<file path="src/rtl/dmem_arbiter_pkg.sv">
// Shared constants and types for the data-memory arbiter, the core and the DMEM.
package dmem_arbiter_pkg;

    localparam int DMEM_DEPTH = 32;
    localparam int DMEM_AW    = 5;
    localparam int DMEM_DW    = 32;
    localparam int WAIT_W     = 4;

    localparam logic [0:0] ST_ARB  = 1'b0;
    localparam logic [0:0] ST_LOCK = 1'b1;

    typedef enum logic [0:0] {
        ARB  = ST_ARB,
        LOCK = ST_LOCK
    } arb_state_t;

    typedef enum logic [1:0] {
        NONE = 2'd0,
        CPU  = 2'd1,
        DBG  = 2'd2
    } port_id_t;

endpackage

</file>
<file path="src/rtl/dmem_arbiter_if.sv">
// Bus bundle between the two requesters, the arbiter and the data memory.
interface dmem_arbiter_if
    import dmem_arbiter_pkg::*;
#(
    parameter int AW = DMEM_AW,
    parameter int DW = DMEM_DW
);
    logic          cpu_req;
    logic          cpu_we;
    logic [AW-1:0] cpu_addr;
    logic [DW-1:0] cpu_wdata;
    logic          cpu_gnt;
    logic          cpu_stall;
    logic          cpu_rvalid;
    logic [DW-1:0] cpu_rdata;

    logic          dbg_req;
    logic          dbg_we;
    logic [AW-1:0] dbg_addr;
    logic [DW-1:0] dbg_wdata;
    logic          dbg_lock;
    logic          dbg_gnt;
    logic          dbg_rvalid;
    logic [DW-1:0] dbg_rdata;

    logic          mem_en;
    logic          mem_we;
    logic [AW-1:0] mem_addr;
    logic [DW-1:0] mem_wdata;
    logic [DW-1:0] mem_rdata;

    modport slave (
        input  cpu_req, cpu_we, cpu_addr, cpu_wdata,
        output cpu_gnt, cpu_stall, cpu_rvalid, cpu_rdata,
        input  dbg_req, dbg_we, dbg_addr, dbg_wdata, dbg_lock,
        output dbg_gnt, dbg_rvalid, dbg_rdata,
        output mem_en, mem_we, mem_addr, mem_wdata,
        input  mem_rdata
    );

    modport master (
        output cpu_req, cpu_we, cpu_addr, cpu_wdata,
        input  cpu_gnt, cpu_stall, cpu_rvalid, cpu_rdata,
        output dbg_req, dbg_we, dbg_addr, dbg_wdata, dbg_lock,
        input  dbg_gnt, dbg_rvalid, dbg_rdata,
        input  mem_en, mem_we, mem_addr, mem_wdata,
        output mem_rdata
    );

endinterface

</file>
<file path="src/rtl/dmem_arbiter.sv">
// CPU-priority arbiter for the single-port DMEM with bounded debug wait and
// a debug lock mode for back-to-back preload bursts.
module dmem_arbiter
    import dmem_arbiter_pkg::*;
#(
    parameter int AW       = DMEM_AW,
    parameter int DW       = DMEM_DW,
    parameter int MAX_WAIT = 4
) (
    input  logic                clk,
    input  logic                RN,
    dmem_arbiter_if.slave       bus
);

    localparam logic [WAIT_W-1:0] MAX_W = WAIT_W'(MAX_WAIT);

    arb_state_t        state_q, state_d;
    logic [WAIT_W-1:0] wait_cnt_q, wait_cnt_d;
    port_id_t          rd_owner_q, rd_owner_d;
    logic              rn_q;

    logic          blk;
    logic          dbg_win;
    logic          cpu_gnt;
    logic          dbg_gnt;
    logic          cpu_rvalid;
    logic          dbg_rvalid;
    logic          mem_we_mux;
    logic [AW-1:0] addr_mux;
    logic [DW-1:0] wdata_mux;

    // Everything stays silent while in reset and for one cycle after it.
    assign blk = RN | rn_q;

    always_comb begin
        dbg_win = bus.dbg_req & (~bus.cpu_req | (wait_cnt_q == MAX_W));
        cpu_gnt = 1'b0;
        dbg_gnt = 1'b0;
        if (!blk) begin
            if (state_q == LOCK) begin
                dbg_gnt = bus.dbg_req;
            end else begin
                dbg_gnt = dbg_win;
                cpu_gnt = bus.cpu_req & ~dbg_win;
            end
        end
    end

    always_comb begin
        state_d = state_q;
        case (state_q)
            ARB:     if (dbg_gnt && bus.dbg_lock) state_d = LOCK;
            LOCK:    if (!(bus.dbg_lock && bus.dbg_req)) state_d = ARB;
            default: state_d = ARB;
        endcase
    end

    always_comb begin
        wait_cnt_d = wait_cnt_q;
        if (!bus.dbg_req || dbg_gnt) begin
            wait_cnt_d = '0;
        end else if (wait_cnt_q != MAX_W) begin
            wait_cnt_d = wait_cnt_q + 1'b1;
        end
    end

    always_comb begin
        rd_owner_d = NONE;
        if (cpu_gnt && !bus.cpu_we) begin
            rd_owner_d = CPU;
        end else if (dbg_gnt && !bus.dbg_we) begin
            rd_owner_d = DBG;
        end
    end

    always_comb begin
        mem_we_mux = 1'b0;
        addr_mux   = '0;
        wdata_mux  = '0;
        if (cpu_gnt) begin
            mem_we_mux = bus.cpu_we;
            addr_mux   = bus.cpu_addr;
            wdata_mux  = bus.cpu_wdata;
        end else if (dbg_gnt) begin
            mem_we_mux = bus.dbg_we;
            addr_mux   = bus.dbg_addr;
            wdata_mux  = bus.dbg_wdata;
        end
    end

    always_ff @(posedge clk) begin
        rn_q <= RN;
        if (RN) begin
            state_q    <= ARB;
            wait_cnt_q <= '0;
            rd_owner_q <= NONE;
        end else begin
            state_q    <= state_d;
            wait_cnt_q <= wait_cnt_d;
            rd_owner_q <= rd_owner_d;
        end
    end

    assign cpu_rvalid = ~blk & (rd_owner_q == CPU);
    assign dbg_rvalid = ~blk & (rd_owner_q == DBG);

    assign bus.cpu_gnt    = cpu_gnt;
    assign bus.cpu_stall  = ~blk & bus.cpu_req & ~cpu_gnt;
    assign bus.cpu_rvalid = cpu_rvalid;
    assign bus.cpu_rdata  = cpu_rvalid ? bus.mem_rdata : '0;
    assign bus.dbg_gnt    = dbg_gnt;
    assign bus.dbg_rvalid = dbg_rvalid;
    assign bus.dbg_rdata  = dbg_rvalid ? bus.mem_rdata : '0;

    assign bus.mem_en    = cpu_gnt | dbg_gnt;
    assign bus.mem_we    = mem_we_mux;
    assign bus.mem_addr  = addr_mux;
    assign bus.mem_wdata = wdata_mux;

endmodule

</file>
<file path="src/flat_wrapper.sv">
// flat-port wrapper written by rule: the top's interface ports become plain ports
module dmem_arbiter_flat import dmem_arbiter_pkg::*;
#(
    parameter int AW       = DMEM_AW,
    parameter int DW       = DMEM_DW,
    parameter int MAX_WAIT = 4
)
  (clk, RN, bus_cpu_req, bus_cpu_we, bus_cpu_addr, bus_cpu_wdata, bus_cpu_gnt, bus_cpu_stall, bus_cpu_rvalid, bus_cpu_rdata, bus_dbg_req, bus_dbg_we, bus_dbg_addr, bus_dbg_wdata, bus_dbg_lock, bus_dbg_gnt, bus_dbg_rvalid, bus_dbg_rdata, bus_mem_en, bus_mem_we, bus_mem_addr, bus_mem_wdata, bus_mem_rdata);
  dmem_arbiter_if #(.AW(AW), .DW(DW)) bus_i ();
  input  logic clk;
  input  logic RN;
  input wire logic [$bits(bus_i.cpu_req)-1:0] bus_cpu_req;
  input wire logic [$bits(bus_i.cpu_we)-1:0] bus_cpu_we;
  input wire logic [$bits(bus_i.cpu_addr)-1:0] bus_cpu_addr;
  input wire logic [$bits(bus_i.cpu_wdata)-1:0] bus_cpu_wdata;
  output wire logic [$bits(bus_i.cpu_gnt)-1:0] bus_cpu_gnt;
  output wire logic [$bits(bus_i.cpu_stall)-1:0] bus_cpu_stall;
  output wire logic [$bits(bus_i.cpu_rvalid)-1:0] bus_cpu_rvalid;
  output wire logic [$bits(bus_i.cpu_rdata)-1:0] bus_cpu_rdata;
  input wire logic [$bits(bus_i.dbg_req)-1:0] bus_dbg_req;
  input wire logic [$bits(bus_i.dbg_we)-1:0] bus_dbg_we;
  input wire logic [$bits(bus_i.dbg_addr)-1:0] bus_dbg_addr;
  input wire logic [$bits(bus_i.dbg_wdata)-1:0] bus_dbg_wdata;
  input wire logic [$bits(bus_i.dbg_lock)-1:0] bus_dbg_lock;
  output wire logic [$bits(bus_i.dbg_gnt)-1:0] bus_dbg_gnt;
  output wire logic [$bits(bus_i.dbg_rvalid)-1:0] bus_dbg_rvalid;
  output wire logic [$bits(bus_i.dbg_rdata)-1:0] bus_dbg_rdata;
  output wire logic [$bits(bus_i.mem_en)-1:0] bus_mem_en;
  output wire logic [$bits(bus_i.mem_we)-1:0] bus_mem_we;
  output wire logic [$bits(bus_i.mem_addr)-1:0] bus_mem_addr;
  output wire logic [$bits(bus_i.mem_wdata)-1:0] bus_mem_wdata;
  input wire logic [$bits(bus_i.mem_rdata)-1:0] bus_mem_rdata;
  assign bus_i.cpu_req = bus_cpu_req;
  assign bus_i.cpu_we = bus_cpu_we;
  assign bus_i.cpu_addr = bus_cpu_addr;
  assign bus_i.cpu_wdata = bus_cpu_wdata;
  assign bus_cpu_gnt = bus_i.cpu_gnt;
  assign bus_cpu_stall = bus_i.cpu_stall;
  assign bus_cpu_rvalid = bus_i.cpu_rvalid;
  assign bus_cpu_rdata = bus_i.cpu_rdata;
  assign bus_i.dbg_req = bus_dbg_req;
  assign bus_i.dbg_we = bus_dbg_we;
  assign bus_i.dbg_addr = bus_dbg_addr;
  assign bus_i.dbg_wdata = bus_dbg_wdata;
  assign bus_i.dbg_lock = bus_dbg_lock;
  assign bus_dbg_gnt = bus_i.dbg_gnt;
  assign bus_dbg_rvalid = bus_i.dbg_rvalid;
  assign bus_dbg_rdata = bus_i.dbg_rdata;
  assign bus_mem_en = bus_i.mem_en;
  assign bus_mem_we = bus_i.mem_we;
  assign bus_mem_addr = bus_i.mem_addr;
  assign bus_mem_wdata = bus_i.mem_wdata;
  assign bus_i.mem_rdata = bus_mem_rdata;
  dmem_arbiter #(.AW(AW), .DW(DW), .MAX_WAIT(MAX_WAIT)) u_core (.clk(clk), .RN(RN), .bus(bus_i));
endmodule
</file>
<file path="config.mk">
export PLATFORM = sky130hd
export DESIGN_NAME = dmem_arbiter_flat
export DESIGN_NICKNAME = d
export VERILOG_FILES = /design/src/rtl/dmem_arbiter_pkg.sv /design/src/rtl/dmem_arbiter_if.sv /design/src/rtl/dmem_arbiter.sv /design/src/flat_wrapper.sv
export SDC_FILE = /design/constraint.sdc
export NUM_CORES = 1
export LEC_CHECK = 0
export ABC_AREA = 1
export BUFFER_PORTS_ARGS = -buffer_cell sky130_fd_sc_hd__buf_2
export CAP_MARGIN = 20
export CORE_AREA = 2 2 85 87
export CTS_CLUSTER_DIAMETER = 200
export CTS_CLUSTER_SIZE = 10
export DETAILED_ROUTE_END_ITERATION = 8
export DIE_AREA = 0 0 87 89
export GPL_TIMING_DRIVEN = 0
export PLACE_DENSITY = 0.72
export SYNTH_ARGS = -nofsm -noshare
export SYNTH_HDL_FRONTEND = slang
export SYNTH_SLANG_ARGS = --single-unit
</file>
<file path="constraint.sdc">
create_clock -name clk -period 3.63 [get_ports clk]
set_clock_uncertainty 0.2 [all_clocks]
set_input_delay 0.1815 -clock clk [delete_from_list [all_inputs] [get_ports clk]]
set_output_delay 0.1815 -clock clk [all_outputs]
set_load 0.01 [all_outputs]
</file>
# Yosys cells after proc, flatten, opt, wreduce, memory -nomap -nowiden
# Index checks and enable logic that the tools add are counted.
op_classes:
  n_bitwise: 14
  n_eq_ne: 4
  reduce_logical: 10
  n_addsub: 1
  mux: 17
ops:
  columns: ["operator", "count"]
  rows:
  - ["$mux 32", 4]
  - ["$mux 5", 2]
  - ["$mux 1", 9]
  - ["$and 1x1->1", 6]
  - ["$not 1->1", 5]
  - ["$add 4x1->4 const B", 1]
  - ["$eq 4x3->1 const B", 1]
  - ["$logic_and 1x1->1", 4]
  - ["$ne 4x3->1 const B", 1]
  - ["$reduce_or 2->1", 2]
  - ["$logic_not 1->1", 3]
  - ["$or 1x1->1", 3]
  - ["$eq 2x1->1 const B", 1]
  - ["$eq 2x2->1 const B", 1]
  - ["$mux 2", 1]
  - ["$pmux 1 s2", 1]
  - ["$logic_or 1x1->1", 1]
word_totals:
  register_bits: 8
  wordCells: 51
  output_inout_bits: 108
  inputBits: 113

# Longest topological paths before layout
logic_depth:
  depth_word: 9
  ltp_mapped: 10
  ltp_nobuf: 9

# Worst setup path before layout
# Ideal clock, no wire load.
synth_timing:
  path_type: "register -> output"
  startpoint: "reg u_core.wait_cnt_q[0]"
  endpoint: "out bus_mem_wdata[23]"
  required_time_ps: 3249
  path_stages_with_launch: 11
  path_buffers: 1
  slack_ps: 1819
  arrival_time_ps: 1429
  path_cell_list: "dfxtp_1 -> inv_1 -> ha_1 -> nand3_4 -> nand2_4 -> nand2_4 -> nand2_8 -> nor2_8 -> buf_4 -> nand2_1 -> nand2_1"
synth_via:
  elab_chain_len: 8
  elab_cells_between_ends: 11
  cone_classes: "eq/ne (1); mux (6); bitwise (4)"
synth_rtl:
  columns: ["element", "line_no", "text"]
  rows:
  - ["from (decl)", "dmem_arbiter.sv:18", "logic [WAIT_W-1:0] wait_cnt_q, wait_cnt_d;"]
  - ["from (signal assigned)", "dmem_arbiter.sv:99", "wait_cnt_q <= wait_cnt_d;"]
  - ["$eq 4x3->1", "dmem_arbiter.sv:36", "dbg_win = bus.dbg_req & (~bus.cpu_req | (wait_cnt_q == MAX_W));"]
  - ["$or 1x1->1", "dmem_arbiter.sv:36", null]
  - ["$and 1x1->1", "dmem_arbiter.sv:36", null]
  - ["$not 1->1", "dmem_arbiter.sv:44", "cpu_gnt = bus.cpu_req & ~dbg_win;"]
  - ["$and 1x1->1", "dmem_arbiter.sv:44", null]
  - ["$mux 1", "dmem_arbiter.sv:40", "if (state_q == LOCK) begin"]
  - ["$mux 1", "dmem_arbiter.sv:39", "if (!blk) begin"]
  - ["named net bus_cpu_gnt", "flat_wrapper.sv:16", "output wire logic [$bits(bus_i.cpu_gnt)-1:0] bus_cpu_gnt;"]
  - ["$mux 32", "dmem_arbiter.sv:80", "if (cpu_gnt) begin"]
  - ["to (decl)", "flat_wrapper.sv:31", "output wire logic [$bits(bus_i.mem_wdata)-1:0] bus_mem_wdata;"]
# The timed path passes the listed nets, and every way through them passes these cells.

# Final worst setup path
layout_timing:
  startpoint: "in RN"
  endpoint: "out bus_mem_wdata[15]"
layout_via:
  elab_chain_len: 4
  elab_cells_between_ends: 5
  cone_classes: "mux (4); bitwise (1)"
layout_rtl:
  columns: ["element", "line_no", "text"]
  rows:
  - ["from (decl)", "flat_wrapper.sv:11", "input logic RN;"]
  - ["$or 1x1->1 (*)", "dmem_arbiter.sv:33", "assign blk = RN | rn_q;"]
  - ["$mux 1", "dmem_arbiter.sv:39", null]
  - ["$mux 32", "dmem_arbiter.sv:84", "end else if (dbg_gnt) begin"]
  - ["$mux 32 (*)", "dmem_arbiter.sv:80", null]
# Mark *: on every way between the ends. The rest lies on a longest branch, timed or not.

==> impl_metrics.toml <==
[run_status]
status = "completed"

[sta]
fmax_mhz = 418
slew_headroom = 0.720
slew_violations = 0
hold_violations = 0
setup_tns_ps = 0
worst_pin_slew_ps = 421
min_period_ps = 2390
rsz0062_at_grt = "false"
setup_ws_ps = 1240
setup_viol = 0
finalCritPeriodShare = 0.659

[route]
drtAntennaViolNets = 0
routed_wl_microns = 6770
drc = 0
first_pass_iters = 4
drtIter0Drc = 61
viasPerCell = 4.21
wl_per_cell_microns = 11.4
vias = 2494

[global_routing]
grt_pass1_wl_microns = 9780
antenna_found_initial = 0
grtUsageTotal = 0.160
grt_pass1_vias = 2202
gr-total-overflow = 0
grt_max_degree = 11

[finish]
antenna_cells = 0
layoutNonFillerInstCount = 592
fillers = 727
nets = 629
fin_area_sq_mm = 0.00276
area.sequential_sq_um = 160
utilization = 0.411
multi_input_area_sq_mm = 0.00103
areaGrowthSynthToFinish_pct = 86.8
drive_gt1_frac = 0.502

[critical_path]
cp-end-kind = "primary output"
path_class = "in -> out"
r2r-start = "u_core.wait_cnt_q[0]"
r2r-end = "u_core.wait_cnt_q[2]"
arrival_ps = 2010
reg2reg_depth = 10
crit_fanout = 10
cp.required_ps = 3250
cp-start-kind = "input port"
r2r_slack_ps = 1860

[clocking]
cts.clk_slew.worst_paths_ps = 40
holdBufCountCts = 4
cts-root-buf = "clkbuf_8"
numCtsBuffers = 3
post_cts_buffers = 0
cts_resized = 0
clk_latency_ps = 230
cts.path.max_buffers = 2
clock_sinks = 8
cts_tree = "yes"
htreeDepth = 1

[power_and_ir_drop]
vdd_drop_max_v = 0.0000825
power_density_mw_per_mm2 = 138
p_leak_nw = 2.00

[worst_hold_path]
hold-path-cell-count = 3
min_from = "bus_dbg_req"
hp-class = "in -> reg"
min_to = "u_core.state_q"

[placement]
gp_congestion = 0.836
numPortBuffers = 220
placed_area_sq_mm = 0.00268
placed_cells = 585
hpwl_microns = 6030
dp_slack_ps = 1540

[synth]
yosysTopAreaCell = "nand2_1"
syn-num-nets = 400
seq_area_frac_synth = 0.108
synth_area_leaders = "nand2_1 19%, nor2_1 19%, dfxtp_1 11%"
synthDistinctLibCells = 27
syn_area_sq_mm = 0.00148
netlist_instances = 285
netlist.area_leader.share = 0.191
synth_warnings = 0
avgSynthCellArea_sq_um = 5.18
ys_seq_elements = 8

[die]
coreArea_sq_mm = 0.00672
die_w_microns = 87
rows = 30
start_util = 0.220
pin_count = 221
dieHeight_microns = 89
die_area_sq_mm = 0.00774

[run]
cap_violations = 0
[layer usage]
metal | part of all wire | up-vias | wire length, microns | track usage
li1 | - | 1315 | - | -
met1 | 0.34 | 1037 | 2310 | 0.157
met2 | 0.56 | 138 | 3820 | 0.343
met3 | 0.088 | 4 | 593 | 0.0277
met4 | 0.0064 | 0 | 43 | 0.0298
met5 | 0 | - | 0 | 0
[metrics by stage]
step           hold slack [ps]  power, mW
4_1_cts                   88.8      0.388
3_5_place_dp               144      0.276
6_report                  90.0      0.382
5_1_grt                    127      0.412
3_3_place_gp               140      0.272
2_1_floorplan             9.22      0.177
[registers in the layout (all words and copies together), names as in the netlist]
name / cells
u_core.rd_owner_q: 2
u_core.rn_q: 1
u_core.state_q: 1
u_core.wait_cnt_q: 4
[critical path, stage by stage]
cell and delay, ps:
dlygate4sd3_1 530, buf_2 150, nor2_2 180, inv_2 70, nor2_2 150, buf_2 270, buf_6 200, nand3_2 80
nand2_1 60, buf_2 130
[final cells by class]
type                       count  share of cell area
timing repair buffer         224               0.413
multi-input combinational    214               0.373
inverter                      46              0.0626
sequential                     8              0.0580
buffer                        17              0.0417
tap                           80              0.0363
clock buffer                   3              0.0150
[where the power goes]
part	leakage, nW	switching [mW]	internal [mW]
clock	0.0216	0.0338	0.0717
combinational	1.91	0.0964	0.0874
sequential	0.0652	0.00180	0.0908
[worst max path at each step]
stage                    startpoint           endpoint  slack (ps)  cells after the start
6_report                         RN  bus_mem_wdata[15]        1240                     10
2_1_floorplan  u_core.wait_cnt_q[0]  bus_mem_wdata[23]        1820                     10
3_5_place_dp   u_core.wait_cnt_q[0]   bus_mem_wdata[1]        1540                     11
4_1_cts                          RN         bus_mem_we        1180                     10
3_3_place_gp   u_core.wait_cnt_q[0]  bus_mem_wdata[11]        1590                     11
5_1_grt                          RN    bus_mem_addr[3]        1070                     10
[synthesized netlist by cell type, drive strengths merged]
cell type and n:
ha 2, xor2 2, nand4 5, nor2 78, nand3 41, a31oi 2, clkbuf 7, nor3 2
buf 10, o21ai 1, nand2 80, dfxtp 8, a21oi 1, inv 46
[logic make-up after synthesis]
| logic type | after synthesis | share of synthesized area |
|---|---|---|
| AOI/OAI and AO/OA | 4 | 0.0152 |
| xor gates and xnor gates | 2 | 0.0119 |
| adders and majority gates | 2 | 0.0169 |
| buffers and inverters | 63 | 0.195 |
| DFF | 8 | 0.108 |
| and+or+nand+nor | 206 | 0.653 |
[cells in the final DEF (no fill, tap or decap), types with 2 or more instances in the layout]
cell / n
nand2_2: 2
buf_2: 224
nor2_2: 2
nand2_4: 2
inv_2: 4
clkbuf_1: 7
clkbuf_8: 3
ha_1: 2
nand2_1: 75
nand4_1: 5
nand3_2: 10
a31oi_1: 2
nor2_1: 75
buf_4: 3
nand3_1: 30
dlygate4sd3_1: 4
dfxtp_1: 8
xor2_1: 2
inv_1: 42
Note: power is estimated with default switching activity, not from simulation.
